## config.mk

```make
export PLATFORM = sky130hd
export DESIGN_NAME = speed_scheduler
export DESIGN_NICKNAME = d
export VERILOG_FILES = /design/src/rtl/speed_pkg.sv /design/src/rtl/speed_scheduler_msb_edge_det.sv /design/src/rtl/speed_scheduler.sv
export SDC_FILE = /design/constraint.sdc
export NUM_CORES = 1
export LEC_CHECK = 0
export CORE_MARGIN = 5
export CORE_UTILIZATION = 45
export CTS_BUF_LIST = sky130_fd_sc_hd__clkbuf_16
export CTS_CLUSTER_DIAMETER = 200
export DETAILED_ROUTE_END_ITERATION = 10
export PLACE_DENSITY = 0.67
export REMOVE_ABC_BUFFERS = 1
export SLEW_MARGIN = 0
export SYNTH_ARGS = -nofsm -noshare
export SYNTH_HDL_FRONTEND = slang
export SYNTH_HIERARCHICAL = 1
export SYNTH_SLANG_ARGS = --single-unit
```

## constraint.sdc

```tcl
create_clock -name CLK -period 3.33 [get_ports CLK]
set_input_delay 0.8325 -clock CLK [delete_from_list [all_inputs] [get_ports CLK]]
set_output_delay 0.8325 -clock CLK [all_outputs]
set_load 0.005 [all_outputs]
```

## src/rtl/speed_pkg.sv

```systemverilog
// Shared types for the speed scheduler: game states and the fastest counter select.
package speed_pkg;
    typedef enum logic [1:0] {S_IDLE, S_PLAY, S_OVER} game_state_t;
    localparam logic [2:0] SEL_FASTEST = 3'd0;
endpackage

```

## src/rtl/speed_scheduler_msb_edge_det.sv

```systemverilog
// Rising-edge detector on a single bit with a mask; the history bit is registered,
// the rise flag is combinational so the caller can register it alongside its own state.
module msb_edge_det (
    input  logic CLK,
    input  logic RST,
    input  logic in,
    input  logic mask,
    output logic rise
);
    logic msb_q;

    always_ff @(posedge CLK or posedge RST) begin
        if (RST) begin
            msb_q <= 1'b0;
        end else begin
            msb_q <= in;
        end
    end

    assign rise = in & ~msb_q & ~mask;
endmodule

```

## src/rtl/speed_scheduler.sv

```systemverilog
// Game-flow controller: turns the selected counter's MSB into a row strobe, keeps the
// score and steps whichCounter toward faster counters every ROWS_PER_LEVEL rows.
module speed_scheduler
    import speed_pkg::*;
#(
    parameter int          ROWS_PER_LEVEL = 16,
    parameter logic [2:0]  START_SEL      = 3'd7,
    parameter int          SCORE_W        = 16
) (
    input  logic               CLK,
    input  logic               RST,
    input  logic               start,
    input  logic               collision,
    input  logic [3:0]         MSB,
    output logic [2:0]         whichCounter,
    output logic               row_step,
    output logic [2:0]         level,
    output logic [SCORE_W-1:0] score,
    output logic               playing,
    output logic               game_over
);
    localparam logic [7:0] ROW_LAST = 8'(ROWS_PER_LEVEL - 1);

    game_state_t        state_q, state_d;
    logic [2:0]         sel_q, sel_d;
    logic [SCORE_W-1:0] score_q, score_d;
    logic [7:0]         row_cnt_q, row_cnt_d;
    logic               row_step_q, row_step_d;
    logic               suppress_q, suppress_d;
    logic               row_edge;
    logic               msb_low_unused;

    assign msb_low_unused = ^MSB[2:0];

    // The cycle after a select change the MSB source switches, so its first sample is not trusted.
    msb_edge_det u_row_edge (
        .CLK  (CLK),
        .RST  (RST),
        .in   (MSB[3]),
        .mask (suppress_q | (state_q != S_PLAY)),
        .rise (row_edge)
    );

    always_comb begin
        state_d    = state_q;
        sel_d      = sel_q;
        score_d    = score_q;
        row_cnt_d  = row_cnt_q;
        row_step_d = 1'b0;
        suppress_d = 1'b0;
        case (state_q)
            S_IDLE, S_OVER: begin
                if (start) begin
                    state_d    = S_PLAY;
                    score_d    = '0;
                    row_cnt_d  = 8'd0;
                    sel_d      = START_SEL;
                    suppress_d = 1'b1;
                end
            end
            S_PLAY: begin
                if (collision) begin
                    state_d = S_OVER;
                end else if (row_edge) begin
                    row_step_d = 1'b1;
                    if (score_q != '1) begin
                        score_d = score_q + 1'b1;
                    end
                    if (row_cnt_q == ROW_LAST) begin
                        row_cnt_d = 8'd0;
                        if (sel_q != SEL_FASTEST) begin
                            sel_d      = sel_q - 3'd1;
                            suppress_d = 1'b1;
                        end
                    end else begin
                        row_cnt_d = row_cnt_q + 8'd1;
                    end
                end
            end
            default: state_d = S_IDLE;
        endcase
    end

    always_ff @(posedge CLK or posedge RST) begin
        if (RST) begin
            state_q    <= S_IDLE;
            sel_q      <= START_SEL;
            score_q    <= '0;
            row_cnt_q  <= 8'd0;
            row_step_q <= 1'b0;
            suppress_q <= 1'b1;
        end else begin
            state_q    <= state_d;
            sel_q      <= sel_d;
            score_q    <= score_d;
            row_cnt_q  <= row_cnt_d;
            row_step_q <= row_step_d;
            suppress_q <= suppress_d;
        end
    end

    assign whichCounter = sel_q;
    assign row_step     = row_step_q;
    assign score        = score_q;
    assign level        = START_SEL - sel_q;
    assign playing      = (state_q == S_PLAY);
    assign game_over    = (state_q == S_OVER);
endmodule

```

; After elaboration in Yosys (flattened, before gate mapping)
; Cells that the tools add are included.
[totals]
reg_bits = 32
inputBits = 8
elab_cells = 64
[classes]
add_sub_neg = 4
n_eq_ne = 12
n_mux = 28
bitwise_logic = 5
n_reduce_logical = 8
[op_table]
columns = op, n
row1 = 16-bit 2-to-1 mux, 4
row2 = 8-bit 2-to-1 mux, 4
row3 = 16-bit one-hot mux with 2 select lines, 1
row4 = 16-bit by 1-bit adder with 16-bit output (second input constant), 1
row5 = 16-bit inequality test (second input constant), 1
row6 = 8-bit one-hot mux with 2 select lines, 1
row7 = 3-bit 2-to-1 mux, 5
row8 = 2-bit by 1-bit inequality test with 1-bit output (second input constant), 5
row9 = 8-bit by 1-bit adder with 8-bit output (second input constant), 1
row10 = 8-bit by 4-bit equality test with 1-bit output (second input constant), 1
row11 = 1-bit 2-to-1 mux, 8
row12 = 2-bit inequality test (second input constant), 3
row13 = 3-bit one-hot mux with 2 select lines, 1
row14 = 6-bit AND reduction, 1
row15 = 5-bit AND reduction, 1
row16 = 2-bit 2-to-1 mux, 2
row17 = 2-bit one-hot mux with 2 select lines, 1
row18 = 4-bit AND reduction, 1
row19 = 3-bit nonzero test, 1
row20 = 3-bit by 1-bit subtractor with 3-bit output (second input constant), 1
row21 = 3-bit subtractor (first input constant), 1
row22 = 1-bit AND, 2
row23 = 2-bit by 1-bit equality test with 1-bit output (second input constant), 1
row24 = 2-bit equality test (second input constant), 1
row25 = other kinds (7), 8

; Depth between registers and ports, before layout
[logic_depth]
word_depth = 7
depth_mapped = 10

; By module
; Netlist, hierarchy kept.
[by_module_without_submodules]
columns = module, instances, cells_per_inst, area_each_um2, seq_area_each_um2
row1 = speed_scheduler, 1, 181, 1690.4, 780.7
row2 = msb_edge_det, 1, 3, 41.3, 25.0

; Worst setup path after synthesis
; OpenSTA, ideal clock, no wires.
[synth_timing]
path_kind = input to register
start = input MSB[3]
end = register row_cnt_q[7]
setup_time_ns = 0.133
arrival_ns = 1.912
required_ns = 3.197
setup_slack_ns = 1.285
path_stages = 7
path_cell_list = nor3b_2 -> nand4bb_1 -> clkbuf_1 -> buf_1 -> a41oi_1 -> o21ai_0 -> o41ai_1
[synth_via]
elab_chain_len = 4
[synth_rtl]
columns = item, line
row1 = from (decl), speed_scheduler.sv:14  ; input logic [3:0] MSB,
row2 = 1-bit AND (2 in series), speed_scheduler_msb_edge_det.sv:20  ; assign rise = in & ~msb_q & ~mask;
row3 = 2-bit by 1-bit inequality test with 1-bit output (no line), -
row4 = 4-bit AND reduction (no line), -
row5 = to (signal assigned), speed_scheduler.sv:96  ; row_cnt_q <= row_cnt_d;
row6 = to (decl), speed_scheduler.sv:27  ; logic [7:0] row_cnt_q, row_cnt_d;
; Every way passes these cells.
; A chain may end at the register's enable or synchronous reset.

; Final worst setup path
[layout_timing]
start = register state_q[1]
end = output playing
[layout_via]
elab_chain_len = 1
[layout_rtl]
columns = item, line
row1 = from (decl), speed_scheduler.sv:24  ; game_state_t state_q, state_d;
row2 = from (signal assigned), speed_scheduler.sv:93  ; state_q <= state_d;
row3 = 2-bit by 1-bit equality test with 1-bit output, speed_scheduler.sv:106  ; assign playing = (state_q == S_PLAY);
row4 = to (decl), speed_scheduler.sv:19  ; output logic playing,
; Every way passes these cells.

==> metrics.md <==
| Metric | Value |
|---|---|
| Fill cell count | 316 |
| Ratio of final minimum period to clock period | 0.7786 |
| Synthesized instance count | 184 |
| Drt first-iter violations | 130 |
| Vias post-DR | ~1600 |
| Fin nets | 229 |
| Largest fanout of any net on the critical path | 7 |
| Result of the run | finished clean |
| Total setup buffers inserted after CTS | 0 |
| Worst setup path category | flop to output port |
| Post-layout total power | around 970 uW |
| Unrepaired setup endpoints after global routing | no |
| Time the final worst path needs with I/O delays and setup | 2.593 ns |
| Synth Area in Compound Gates | 0.2009 |
| Synthesized area divided by synthesized cell count | 9.411 sq um |
| CP Data Arrival Time | 1.76 ns |
| First-pass GRT wire length | ~7500 um |
| Syn. warnings | 6 |
| Seq cells post-synth | 32 |
| Cts repair resizes | 0 |
| Post-layout utilization of the core | 0.6024 |
| # H-tree levels | 2 |
| Clock latency reported for the late side of the worst-skew pair | 0.28 ns |
| TritonCTS clock tree | built |
| Post-synthesis cell area | roughly 1700 sq um |
| Sequential element share of the synthesized area | 0.4653 |
| Remaining antenna violation count | 0 |
| DRC violation count after routing | 0 |
| Post-DR vias/cell | 5.985 |
| Vias in the first global route | 1640 |
| Number of ports placed on the die boundary | 33 |
| All-Layer GR Usage | 0.1828 |
| Clock buffer count from CTS | 5 |
| Adder and majority cell fraction of the synthesized area | 0.02890 |
| Post-synthesis xor/xnor area fraction | 0 |
| Number of maximum-capacitance violations | 0 |
| Worst hold slack across all endpoints | 0.5144 ns |
| TritonRoute pass-1 iters | 4 |
| CTS clock-pin slew for the worst setup and hold paths | 0.05 ns |
| Number of clock sinks | 32 |
| Total negative slack | 0 ns |
| Max rail drop VDD | 0.0002280 V |
| Main combinational cell family by area after synthesis | simple AND/OR/NAND/NOR gates |
| Deepest clock path buffer count | 2 |
| Highest achievable clock rate | 385.7 MHz |
| X dimension of the die | 72.04 um |
| Setup violations, final | 0 |
| Clock tree root driver cell | sky130_fd_sc_hd__clkbuf_16 |
| Transition time of the tightest slew-check pin | 0.4727 ns |
| Routed wire length per instance | around 17 um |
| Power per cell area | 435.2 nW/um^2 |
| Tightest Hold Check Type | flop to flop |
| Core area | between 3000 and 4000 sq um |
| Total number of placement rows | 22 |
| Initial core utilization | 0.4695 |
| Wirelength, routed | roughly 4400 um |
| Element type at the critical path start | flop |
| Post-route non-filler standard cell count | 266 |
| Synthesized-area fraction occupied by and/or/nand/nor cells | 0.2449 |
| Multiplexer share of the synthesized area | 0.02312 |
| Post-CTS Hold Buffers | 0 |
| GRT Residual Overflow | 0 |
| Diode count | 0 |
| Height of the die | ~70 um |
| Required time of the critical path | 2.50 ns |
| Placed wire-length estimate | between 3000 and 4000 um |
| Placed Instances | 258 |
| Fraction of final layout cells with drive strength greater than 1 | 0.08716 |
| Max Transition Viols Final | 0 |
| Gpl congestion | 0.8077 |
| Pin count of the biggest net entering global routing | 32 |
| Leakage | 0.0009925 uW |
| Nature of the critical path endpoint | output port |
| Synth-to-Final Area Change | 28.32% |
| Worst-case headroom to the max-slew limit | 0.6828 |
| Number of I/O port buffers | 29 |
| Netlist cell types | 40 |
| Die area | 5189 sq um |
| Final Hold Viols | 0 |
| Number of antenna violations at the first check in global routing | 0 |
| Clock Skews | around 0.0045 ns |
cell families (layout without fill, tap and decap cells):
kind of cell / Yosys count / after routing
and+or+nand+nor: 75 / 75
AOI/OAI and AO/OA: 52 / 52
DFF: 32 / 32
buffers and inverters: 17 / 51
adders and majority gates: 4 / 4
muxes: 4 / 4
registers in the layout, indices dropped and copies added (netlist names):
register / cells
u_row_edge/msb_q: 1
suppress_q: 1
row_cnt_q: 8
state_q: 2
score: 16
whichCounter: 3
row_step: 1
critical path: stages (launching register included):
cell and delay [ns]:
sky130_fd_sc_hd__dfrtp_1 0.38, sky130_fd_sc_hd__nand2b_1 0.25, sky130_fd_sc_hd__inv_1 0.29, sky130_fd_sc_hd__clkdlybuf4s50_1 0.56
synth_stat cells:
cell	count	area share
sky130_fd_sc_hd__o41ai_1	1	0.0051
sky130_fd_sc_hd__inv_1	10	0.022
sky130_fd_sc_hd__o311ai_0	2	0.010
sky130_fd_sc_hd__o21a_1	4	0.017
sky130_fd_sc_hd__and2_1	7	0.025
sky130_fd_sc_hd__a32o_1	1	0.0058
sky130_fd_sc_hd__nand2b_1	4	0.014
sky130_fd_sc_hd__or4_1	5	0.022
sky130_fd_sc_hd__nand4_1	4	0.014
sky130_fd_sc_hd__a21boi_0	2	0.0087
sky130_fd_sc_hd__or2_2	1	0.0036
sky130_fd_sc_hd__a21oi_1	9	0.026
sky130_fd_sc_hd__and3_1	6	0.022
sky130_fd_sc_hd__or2_4	1	0.0051
sky130_fd_sc_hd__nand4_2	1	0.0072
sky130_fd_sc_hd__and4_1	1	0.0051
sky130_fd_sc_hd__dfrtp_1	28	0.40
sky130_fd_sc_hd__o21ai_1	1	0.0029
sky130_fd_sc_hd__nand2_1	15	0.033
sky130_fd_sc_hd__buf_1	1	0.0022
sky130_fd_sc_hd__a221o_1	3	0.017
sky130_fd_sc_hd__nand3_1	12	0.035
sky130_fd_sc_hd__a31o_2	1	0.0051
sky130_fd_sc_hd__a22o_1	2	0.010
sky130_fd_sc_hd__a2bb2oi_1	3	0.015
sky130_fd_sc_hd__ha_1	4	0.029
sky130_fd_sc_hd__nor3b_2	1	0.0072
sky130_fd_sc_hd__o21ai_0	15	0.043
sky130_fd_sc_hd__clkbuf_1	6	0.013
sky130_fd_sc_hd__nor2b_1	1	0.0036
sky130_fd_sc_hd__mux2i_1	4	0.023
sky130_fd_sc_hd__a31oi_1	3	0.011
sky130_fd_sc_hd__o211ai_1	3	0.013
sky130_fd_sc_hd__or4_4	1	0.0065
sky130_fd_sc_hd__nor3_1	3	0.0087
sky130_fd_sc_hd__nor2_1	9	0.020
sky130_fd_sc_hd__nor4_1	2	0.0072
sky130_fd_sc_hd__nand4bb_1	1	0.0065
sky130_fd_sc_hd__dfstp_2	4	0.061
sky130_fd_sc_hd__a41oi_1	2	0.010
cell type report:
cell class	count	area [sq um]	area share
Clock buffer	5	125.1	0.05631
Tap cell	48	60.06	0.02703
Clock inverter	3	11.26	0.005068
Timing Repair Buffer	33	320.3	0.1441
Multi-Input combinational cell	135	862.1	0.3880
Sequential cell	32	805.8	0.3626
Inverter	10	37.54	0.01689
metrics by stage:
stage               worst slack, ns  instance area, sq um
floorplan                    0.8209                  1705
global placement             0.6589                  2086
detailed placement           0.5916                  2086
CTS                          0.7437                  2222
global route                 0.7138                  2222
finish                       0.7373                  2222
placed cells by master, fill, tap and decap left out, types with 2 or more instances in the layout:
master / n
sky130_fd_sc_hd__a21boi_0: 2
sky130_fd_sc_hd__o21a_1: 4
sky130_fd_sc_hd__a2bb2oi_1: 3
sky130_fd_sc_hd__nand3_1: 12
sky130_fd_sc_hd__or4_1: 5
sky130_fd_sc_hd__o211ai_1: 3
sky130_fd_sc_hd__clkdlybuf4s50_1: 29
sky130_fd_sc_hd__ha_1: 4
sky130_fd_sc_hd__a21oi_1: 9
sky130_fd_sc_hd__o21ai_0: 15
sky130_fd_sc_hd__nor3_1: 3
sky130_fd_sc_hd__nor2_1: 9
sky130_fd_sc_hd__buf_4: 4
sky130_fd_sc_hd__nand2_1: 15
sky130_fd_sc_hd__nand4_1: 4
sky130_fd_sc_hd__nand2b_1: 4
sky130_fd_sc_hd__o311ai_0: 2
sky130_fd_sc_hd__a22o_1: 2
sky130_fd_sc_hd__and3_1: 6
sky130_fd_sc_hd__dfstp_2: 4
sky130_fd_sc_hd__mux2i_1: 4
sky130_fd_sc_hd__and2_1: 7
sky130_fd_sc_hd__inv_1: 12
sky130_fd_sc_hd__a41oi_1: 2
sky130_fd_sc_hd__a31oi_1: 3
sky130_fd_sc_hd__dfrtp_1: 28
sky130_fd_sc_hd__a221o_1: 3
sky130_fd_sc_hd__clkbuf_16: 5
sky130_fd_sc_hd__nor4_1: 2
metal layers:
layer	GRT usage	part of all wire
met2	0.3000	0.50
met4	0.09186	0.018
met1	0.2264	0.44
met3	0.04017	0.046
met5	0	0
final timing paths:
kind / end / cells after the start / start / slack [ns]
setup / recovery: playing / 3 / state_q[1] / 0.74
hold / removal: score[0] / 1 / score[0] / 0.51
setup reg to reg: score[7] / 9 / state_q[1] / 0.86
hold reg to reg: score[0] / 1 / score[0] / 0.51
max in group asynchronous: whichCounter[2] / 3 / RST / 2.04
min in group asynchronous: u_row_edge/msb_q / 2 / RST / 0.73
report_power, final:
part	internal, uW	total [uW]	switching [uW]	leakage, uW
logic	47.3	116	68.5	0.000492
clock network	268	426	158	0.0000738
registers	407	425	18.1	0.000427
total	723	967	244	0.000993
Power figures use the tool's default switching activity.
